`src/rtl/obi_periph_addr_demux.sv`:
```
// obi_periph_addr_demux: 1-to-N OBI peripheral demux with in-order response tracking and an error responder.
// Define OBI_DEMUX_ERR_COUNT_EN to enable the saturating unmapped-access counter; ADDR_RULES row = {idx, start_addr, end_addr}.
module obi_periph_addr_demux #(
    parameter int unsigned NUM_SLAVES = 13,
    parameter logic [NUM_SLAVES-1:0][2:0][31:0] ADDR_RULES = {
        {32'd12, 32'h200B_0000, 32'h200C_0000},
        {32'd11, 32'h200A_0000, 32'h200B_0000},
        {32'd10, 32'h2009_0000, 32'h200A_0000},
        {32'd9,  32'h2008_0000, 32'h2009_0000},
        {32'd8,  32'h2007_0000, 32'h2008_0000},
        {32'd7,  32'h2006_0000, 32'h2007_0000},
        {32'd6,  32'h2005_0000, 32'h2006_0000},
        {32'd5,  32'h2004_0000, 32'h2005_0000},
        {32'd4,  32'h2003_0000, 32'h2004_0000},
        {32'd3,  32'h2002_8000, 32'h2003_0000},
        {32'd2,  32'h2002_0000, 32'h2002_8000},
        {32'd1,  32'h2001_0000, 32'h2002_0000},
        {32'd0,  32'h2000_0000, 32'h2001_0000}
    },
    parameter int unsigned MAX_OUTSTANDING = 2,
    parameter logic [31:0] ERR_RDATA = 32'hBADACCE5
) (
    input  logic                        clk_i,
    input  logic                        rst_ni,
    input  logic                        m_req_i,
    output logic                        m_gnt_o,
    input  logic [31:0]                 m_addr_i,
    input  logic                        m_we_i,
    input  logic [3:0]                  m_be_i,
    input  logic [31:0]                 m_wdata_i,
    output logic                        m_rvalid_o,
    output logic [31:0]                 m_rdata_o,
    output logic [NUM_SLAVES-1:0]       s_req_o,
    input  logic [NUM_SLAVES-1:0]       s_gnt_i,
    output logic [31:0]                 s_addr_o,
    output logic                        s_we_o,
    output logic [3:0]                  s_be_o,
    output logic [31:0]                 s_wdata_o,
    input  logic [NUM_SLAVES-1:0]       s_rvalid_i,
    input  logic [NUM_SLAVES-1:0][31:0] s_rdata_i,
    output logic                        err_o,
    output logic [15:0]                 err_count_o
);
    localparam int unsigned TW = $clog2(NUM_SLAVES + 1);
    localparam int unsigned PW = (MAX_OUTSTANDING > 1) ? $clog2(MAX_OUTSTANDING) : 1;
    localparam int unsigned CW = $clog2(MAX_OUTSTANDING + 1);
    localparam int unsigned EW = $clog2(MAX_OUTSTANDING) + 1;
    localparam logic [TW-1:0] ERR = TW'(NUM_SLAVES);

    logic [TW-1:0] target, head, last_target_q, last_target_d;
    logic [MAX_OUTSTANDING-1:0][TW-1:0] fifo_q, fifo_d;
    logic [PW-1:0] rptr_q, rptr_d, wptr_q, wptr_d;
    logic [CW-1:0] cnt_q, cnt_d;
    logic [EW-1:0] err_pend_q, err_pend_d;
    logic [NUM_SLAVES:0] gnt_ext, rvalid_ext;
    logic allow, push, pop, empty, full;

    function automatic logic [PW-1:0] nxt(input logic [PW-1:0] p);
        return (p == PW'(MAX_OUTSTANDING - 1)) ? '0 : p + PW'(1);
    endfunction

    // Reverse scan so the lowest matching rule is assigned last and wins.
    always_comb begin
        target = ERR;
        for (int i = NUM_SLAVES - 1; i >= 0; i--)
            if (m_addr_i >= ADDR_RULES[i][1] && m_addr_i < ADDR_RULES[i][0])
                target = TW'(ADDR_RULES[i][2]);
    end

    assign empty      = cnt_q == '0;
    assign full       = cnt_q == CW'(MAX_OUTSTANDING);
    assign head       = fifo_q[rptr_q];
    assign allow      = !full && (empty || target == last_target_q);
    assign gnt_ext    = {1'b1, s_gnt_i};
    assign rvalid_ext = {err_pend_q != '0, s_rvalid_i};

    assign s_req_o    = (m_req_i && allow && target != ERR) ? NUM_SLAVES'(1) << target : '0;
    assign m_gnt_o    = m_req_i && allow && gnt_ext[target];
    assign s_addr_o   = m_addr_i;
    assign s_we_o     = m_we_i;
    assign s_be_o     = m_be_i;
    assign s_wdata_o  = m_wdata_i;

    assign m_rvalid_o = !empty && rvalid_ext[head];
    assign m_rdata_o  = !m_rvalid_o ? '0 : (head == ERR ? ERR_RDATA : s_rdata_i[head]);
    assign err_o      = m_rvalid_o && head == ERR;
    assign push       = m_req_i && m_gnt_o;
    assign pop        = m_rvalid_o;

    always_comb begin
        fifo_d = fifo_q;
        if (push) fifo_d[wptr_q] = target;
        wptr_d        = push ? nxt(wptr_q) : wptr_q;
        rptr_d        = pop ? nxt(rptr_q) : rptr_q;
        cnt_d         = cnt_q + CW'(push) - CW'(pop);
        last_target_d = push ? target : last_target_q;
        err_pend_d    = err_pend_q + EW'(push && target == ERR) - EW'(err_o);
    end

    always_ff @(posedge clk_i) begin
        if (!rst_ni) begin
            fifo_q        <= '0;
            wptr_q        <= '0;
            rptr_q        <= '0;
            cnt_q         <= '0;
            last_target_q <= '0;
            err_pend_q    <= '0;
        end else begin
            fifo_q        <= fifo_d;
            wptr_q        <= wptr_d;
            rptr_q        <= rptr_d;
            cnt_q         <= cnt_d;
            last_target_q <= last_target_d;
            err_pend_q    <= err_pend_d;
        end
    end

`ifdef OBI_DEMUX_ERR_COUNT_EN
    logic [15:0] err_count_q, err_count_d;

    always_comb err_count_d = (err_o && err_count_q != 16'hFFFF) ? err_count_q + 16'd1 : err_count_q;

    always_ff @(posedge clk_i) begin
        if (!rst_ni) err_count_q <= '0;
        else err_count_q <= err_count_d;
    end

    assign err_count_o = err_count_q;
`else
    assign err_count_o = 16'h0;
`endif
endmodule

```
`config.mk`:
```
export PLATFORM = sky130hd
export DESIGN_NAME = obi_periph_addr_demux
export DESIGN_NICKNAME = d
export VERILOG_FILES = /design/src/rtl/obi_periph_addr_demux.sv
export SDC_FILE = /design/constraint.sdc
export NUM_CORES = 1
export LEC_CHECK = 0
export ABC_AREA = 1
export BUFFER_PORTS_ARGS = -buffer_cell sky130_fd_sc_hd__buf_4
export CORE_AREA = 3 3 251 253
export DETAILED_ROUTE_END_ITERATION = 12
export DIE_AREA = 0 0 254 256
export PLACE_DENSITY = 0.33
export SLEW_MARGIN = 40
export SYNTH_ARGS = -nofsm -noshare
export SYNTH_HDL_FRONTEND = slang
export SYNTH_SLANG_ARGS = --single-unit
```
`constraint.sdc`:
```
create_clock -name clk_i -period 3.1 [get_ports clk_i]
set_input_delay 0.465 -clock clk_i [delete_from_list [all_inputs] [get_ports clk_i]]
set_output_delay 0.465 -clock clk_i [all_outputs]
set_load 0.005 [all_outputs]
```
==> results.cfg, run 1 <==
[timing]
count_of_final_hold_check_violations = 0
maximum_clock_frequency_mhz = 324.0
report.final.setup_viol = 0
fin_skew_ps = 4.189
period_needed_ps = 3086
tightest_slew_ps = 651.8
final_max_slew_viol_count = 0
final.setup.tns_ps = 0
grt_setup_unrepaired = yes
max_slew_margin_pct = 56.35
timing.final.crit_share_pct = 99.56

[cts]
clock_sink_count = 18
clk_path_buf_depth = 2
tritoncts = done
numCtsBuffers = 3
worst_skew_pair.late_latency_ps = 250
root_buffer = clkbuf_16
cts.htree.levels = 1
cts-hold-fix-buffers = 0
clkSlewWorstSetupHoldPaths_ps = 50

[setup_path]
worstPathMaxFanout = 7
ff2ff_path_depth = 16
timing.critical_path.required_ps = 2630
setup.worst_path.end = s_req_o[8]
critPathArrivalTime_ps = 2620
startpoint = m_addr_i[20]
timing_worst_setup_path_type = in -> out
critical_path.reg2reg.startpoint = rptr_q
slowest_library_cell_on_the_worst_path = nor2_2
cell_chain_critical_path = buf_8 > nor2_4 > nand2_4 > nor2_2 > buf_4 > nand3_1 > o21ai_1 > nor2_4 > nand3_1 > nand3_1 > nor2_1 > nand4_1 > nand2_2 > nand2_4 > nor2_4 > nand2_2 > nor2_1 > buf_4
critPathMaxStageDelay_ps = 180
endpoint_type_of_the_worst_setup_path = output port
setup.worst_path.start_class = primary input
reg2reg_slack_ps = 120
capturing_point_of_the_worst_reg2reg_path = cnt_q[1]

[power_and_ir_drop]
power_density_nw_per_um2 = 617.0
power.ir.vdd_worst_mv = 0.2165
power.static_leakage_nw = 5.916

[final_layout]
area_growth_pct = 106.2
stdcell_count = 2529
design.final.nets = 2252
post_route_cells_drive_above_1_share_pct = 49.45
layout.core_utilization_pct = 21.11

[die]
core_area_um2 = 61260
pin_count = 647
initial_core_utilization_pct = 10.24
fp.dieArea_um2 = 65020
dieHeight_um = 256
std_cell_rows = 91
die_width_um = 254

[worst_hold_path]
timing.hold.worst.class = reg -> reg
timing.hold.worst.start = err_pend_q[1]
worst_hold_path.num_cells = 1

[route]
via_per_inst = 4.241
number_of_routed_nets_with_antenna_violations = 0
route.final.wire_length_mm = 57.80
routed_wire_length_per_instance_um = 22.86
detailedRoute.firstPassIterationCount = 5
drt_drc_violations_left = 0
first_iter_violations = 690
routed-via-count = 10725

[global_route]
grt_pass1_vias = 10853
antenna_found_initial = 17
maximum_number_of_pins_on_one_net_before_global_route_repair = 59
grt-ovfl-total = 0
track_usage_pct = 16.09
global_route_wire_length_before_repair_mm = 76.63

[synthesis]
combinational_family_with_the_most_area_after_synthesis = compound AO/OA/AOI/OAI gates
synth-edff-count = 0
netlist_instances = 1187
netlist.area_leader.share_pct = 17.55
synth_compound_gate_area_share_pct = 38.03
synth_simple_gate_area_share_pct = 35.18
syn_area_um2 = 6274
synth.lib_cells_used.distinct = 41
synth.ff_latch_count = 18
yosys_warnings = 0
synth_seq_area_share_pct = 5.744
synthAdderAreaFrac_pct = 0.7978
ys_async_sr_fraction_pct = 0
commonest_cells_in_the_synthesized_netlist = 277 x nor2_1, 220 x o21ai_0, 130 x nand2_1, 86 x buf_4, 73 x clkbuf_1
synth_mux_area_share_pct = 0
synthXorXnorAreaFrac_pct = 0.2792
synth_most_common_cell = nor2_1
dominantRegCellSynth = dfxtp_1
cell_type_with_the_largest_total_area_after_synthesis = o21ai_0
synth_top_cells_by_area = o21ai_0 18%, nor2_1 17%, buf_4 10%, nand2_1 7.8%, dfxtp_1 5.7%
syn_area_per_cell_um2 = 5.285

[outcome]
run_status = finished clean

[placed_design]
place.detailed.instances = 2465
finalWeightedCongestion = 0.8741
hpwl_reported_at_the_end_of_detailed_placement_mm = 46.26
number_of_input_and_output_port_buffers_inserted = 526

[flow_run]
max_cap_viol_count = 0
==> registers in the layout, summed over array words and instances (netlist names) <==
register       count
cnt_q              2
fifo_q             8
rptr_q             1
last_target_q      4
wptr_q             1
err_pend_q         2
==> where the power goes <==
| group | total [mW] | switching [mW] | internal (mW) |
|---|---|---|---|
| Combinational | 7.35 | 4.26 | 3.10 |
| Sequential | 0.332 | 0.0492 | 0.283 |
| Clock | 0.293 | 0.0962 | 0.197 |
| Total | 7.98 | 4.40 | 3.58 |
==> cell usage in the layout, fill, tap and decap left out, types with 5 or more instances in the layout <==
master	instances
buf_4	645
nor2_1	248
o21ai_0	208
nand2_1	108
inv_1	44
o22ai_1	43
nand3_1	41
nand2_2	24
o221ai_1	24
buf_6	24
o211ai_1	22
a21oi_1	21
nor2_4	21
nor2_2	18
nand4_1	18
dfxtp_1	17
o21ai_1	16
conb_1	16
buf_12	16
inv_2	15
a31oi_1	12
a221oi_1	10
o21a_1	9
clkbuf_16	9
a21oi_2	8
nand3_2	8
o32ai_1	7
diode_2	6
a31oi_2	6
nand2_4	5
buf_16	5
==> metal layers <==
| metal | track usage, % | part of all wire (%) | up-vias |
|---|---|---|---|
| met3 | 4.309 | 7.9 | 73 |
| met4 | 5.225 | 3.5 | 2 |
| met5 | 2.105 | 0.022 | - |
| li1 | - | - | 5128 |
| met1 | 16.88 | 36 | 5058 |
| met2 | 30.48 | 53 | 464 |
==> cell families after synthesis <==
logic type	Yosys count
and+or+nand+nor	516
AOI/OAI and AO/OA	406
buffers and inverters	240
DFF	18
adders and majority gates	4
xor gates and xnor gates	2
other	1
==> area by class of cell <==
| type | count | area, um2 |
|---|---|---|
| Antenna cell | 6 | 15.01 |
| Clock buffer | 4 | 88.84 |
| Fill cell | 7060 | 48320 |
| Inverter | 63 | 259.0 |
| Multi-Input combinational cell | 945 | 5374 |
| Sequential cell | 18 | 361.6 |
| Tap cell | 790 | 988.4 |
| Timing Repair Buffer | 702 | 5838 |
| Timing Repair inverter | 1 | 8.758 |
==> per-stage QoR <==
step,area [um2],total power [mW],hold WS (ps),worst slack [ps]
final,12930,7.979,471.9,13.70
after global placement,11390,6.567,442.6,-368.2
after detailed placement,11400,6.550,447.3,-409.3
after floorplan,6330,3.397,422.4,39.81
after CTS,12070,7.364,455.0,-45.38
after global routing,12930,8.636,487.9,-210.1
==> worst max-delay path, delay by kind of cell <==
kind | cells | cell delay (ps)
AO/OA/AOI/OAI | 1 | 170
buffers and inverters | 3 | 370
AND/OR/NAND/NOR | 14 | 1610
==> how the worst min path moves through the flow <==
stage,to
floorplan,cnt_q[1]
global placement,err_pend_q[1]
detailed placement,cnt_q[1]
CTS,cnt_q[1]
global route,err_pend_q[1]
finish,err_pend_q[1]
==> repair_timing <==
item	CTS	global route
gates cloned	5	7
setup endpoints to repair	42	51
gates resized for setup	75	126
setup buffers	17	29
pin swaps	33	59
Note: power is estimated with default switching activity, not from simulation.
==> inputs of run 2 (changes only) <==
- PLACE_DENSITY: 0.33 -> 0.32
- clock period: 3.1 -> 3.15 ns (I/O delays scaled with it)
==> run 2 against run 1 <==
Die area is the same. Clock skew down 1.4 ps. Final area grew 1.2%. Sequential power decreased by 2%. Critical path depth increased by 2.
==> results.cfg, run 2 (same netlist as run 1, synthesis figures left out) <==
[power_and_ir_drop]
comb_power_share_pct = 92.3
p_int_mw = 3.544
power.static_leakage_nw = 5.946
share_seq_of_total_power_pct = 4.1
netSwitchingFraction_pct = 55.37
power_density_nw_per_um2 = 606.8
net_switching_power_of_the_design_mw = 4.396
clk_pwr_share_pct = 3.6
power.ir.vdd_worst_mv = 0.4675
total_power_mw = 7.940

[die]
fp.dieArea_um2 = 65020
die_width_um = 254
initial_core_utilization_pct = 10.24
dieHeight_um = 256
pin_count = 647
core_area_um2 = 61260
std_cell_rows = 91

[placed_design]
dpl_worst_slack_ps = -335.1
placed_cell_area_um2 = 11430
hpwl_reported_at_the_end_of_detailed_placement_mm = 47.04
finalWeightedCongestion = 0.8765
number_of_input_and_output_port_buffers_inserted = 526

[route]
routed_wire_length_per_instance_um = 23.48
via_per_inst = 4.225
drt_drc_violations_left = 0
first_iter_violations = 729
route.final.wire_length_mm = 59.67
detailedRoute.firstPassIterationCount = 5
number_of_routed_nets_with_antenna_violations = 0
routed-via-count = 10736

[cts]
tritoncts = done
cts-hold-fix-buffers = 0
numCtsBuffers = 3
cts.htree.levels = 1
root_buffer = clkbuf_16
worst_skew_pair.late_latency_ps = 250
clock_sink_count = 18
clkSlewWorstSetupHoldPaths_ps = 50
clk_path_buf_depth = 2

[timing]
timing.final.crit_share_pct = 98.57
fin_skew_ps = 2.763
grt_setup_unrepaired = yes
final_worst_setup_slack_ps = 44.97
period_needed_ps = 3105
tightest_slew_ps = 576.5
maximum_clock_frequency_mhz = 322.1
report.final.setup_viol = 0
max_slew_margin_pct = 61.52
final_max_slew_viol_count = 0
count_of_final_hold_check_violations = 0

[global_route]
busiest_layer = met2
grt_pass1_vias = 11002
groute.layer.met2.usage_pct = 30.00
antenna_found_initial = 25
global_route.usage.met1_pct = 17.35
use_met3_pct = 4.786
grt-ovfl-total = 0
track_usage_pct = 16.63
global_route_wire_length_before_repair_mm = 78.81
maximum_number_of_pins_on_one_net_before_global_route_repair = 71

[flow_run]
max_cap_viol_count = 0

[final_layout]
design.final.nets = 2254
area_growth_pct = 108.6
biggestRegsByFlops = fifo_q (8), last_target_q (4)
final.fill_count = 7121
layout.core_utilization_pct = 21.36
layout.cells.most_common = buf_4
regMostFlops = fifo_q
final_cell_mix = 648 x buf_4, 237 x nor2_1, 203 x o21ai_0, 99 x nand2_1
largest_register_ff_count = 8
fin_area_um2 = 13090
post_route_cells_drive_above_1_share_pct = 51.07

[setup_path]
critPathArrivalTime_ps = 2630
setup.worst_path.start_class = primary input
endpoint_type_of_the_worst_setup_path = output port
worstPathMaxFanout = 6
timing.critical_path.required_ps = 2680
timing_worst_setup_path_type = in -> out

[outcome]
run_status = finished clean

[worst_hold_path]
timing.hold.worst.class = reg -> reg
run 2: repair_timing:
item                                    4_1_cts  5_1_grt
setup buffers                                21       20
pin swaps                                    25       87
endpoints found under the setup margin       26       42
gates resized for setup                      60      180
hold endpoints to repair                      0        0
cloned                                        6        5
run 2: final cells by class:
type	instances	area [um2]	area share, %
well taps	790	988.4	7.553
clock buffers	4	88.84	0.6788
inverters	63	267.8	2.046
multi-input cells	945	5474	41.83
flip-flops and latches	18	361.6	2.763
repair buffers	705	5866	44.82
diodes	16	40.04	0.3060
run 2: worst paths after layout:
kind                  from            end  slack (ps)  cells after the start
max           m_addr_i[29]     s_req_o[0]          40                     20
min          err_pend_q[1]  err_pend_q[1]         460                      1
max reg2reg      fifo_q[0]       cnt_q[1]         230                     17
min reg2reg  err_pend_q[1]  err_pend_q[1]         460                      1
run 2: stage by stage:
stage          setup TNS [ps]  cells  hold slack [ps]
6_report                    0   2541            462.0
5_1_grt                 -1486   2537            489.4
4_1_cts                     0   2500            457.5
3_5_place_dp            -2927   2469            447.6
3_3_place_gp            -2657   2469            440.8
2_1_floorplan               0   1202            422.4
run 2: critical path: stages:
cell     delay (ps)
buf_6           100
inv_1            40
nor2_1          140
nand2_2          90
nor2_4          120
buf_6           150
nand2_2          60
nand2_2          70
inv_2            50
buf_4           130
a21oi_2         170
nand2_2         110
nor2_1          160
inv_1            90
nor3_2          200
buf_4           150
nor2_4           40
nand2_2         100
nor2_1           50
buf_4           130
run 2: power by group through the flow:
stage	registers, mW	logic [mW]	clock network (mW)
6_report	0.326	7.33	0.285
5_1_grt	0.335	7.96	0.303
4_1_cts	0.322	6.76	0.291
3_5_place_dp	0.326	6.25	0
3_3_place_gp	0.327	6.26	0
2_1_floorplan	0.305	3.04	0
run 2: per-layer routing:
metal	vias to the layer above	share of wire, %
li1	5143	-
met1	5031	36
met2	469	51
met3	91	8.2
met4	2	4.8
met5	-	0.020
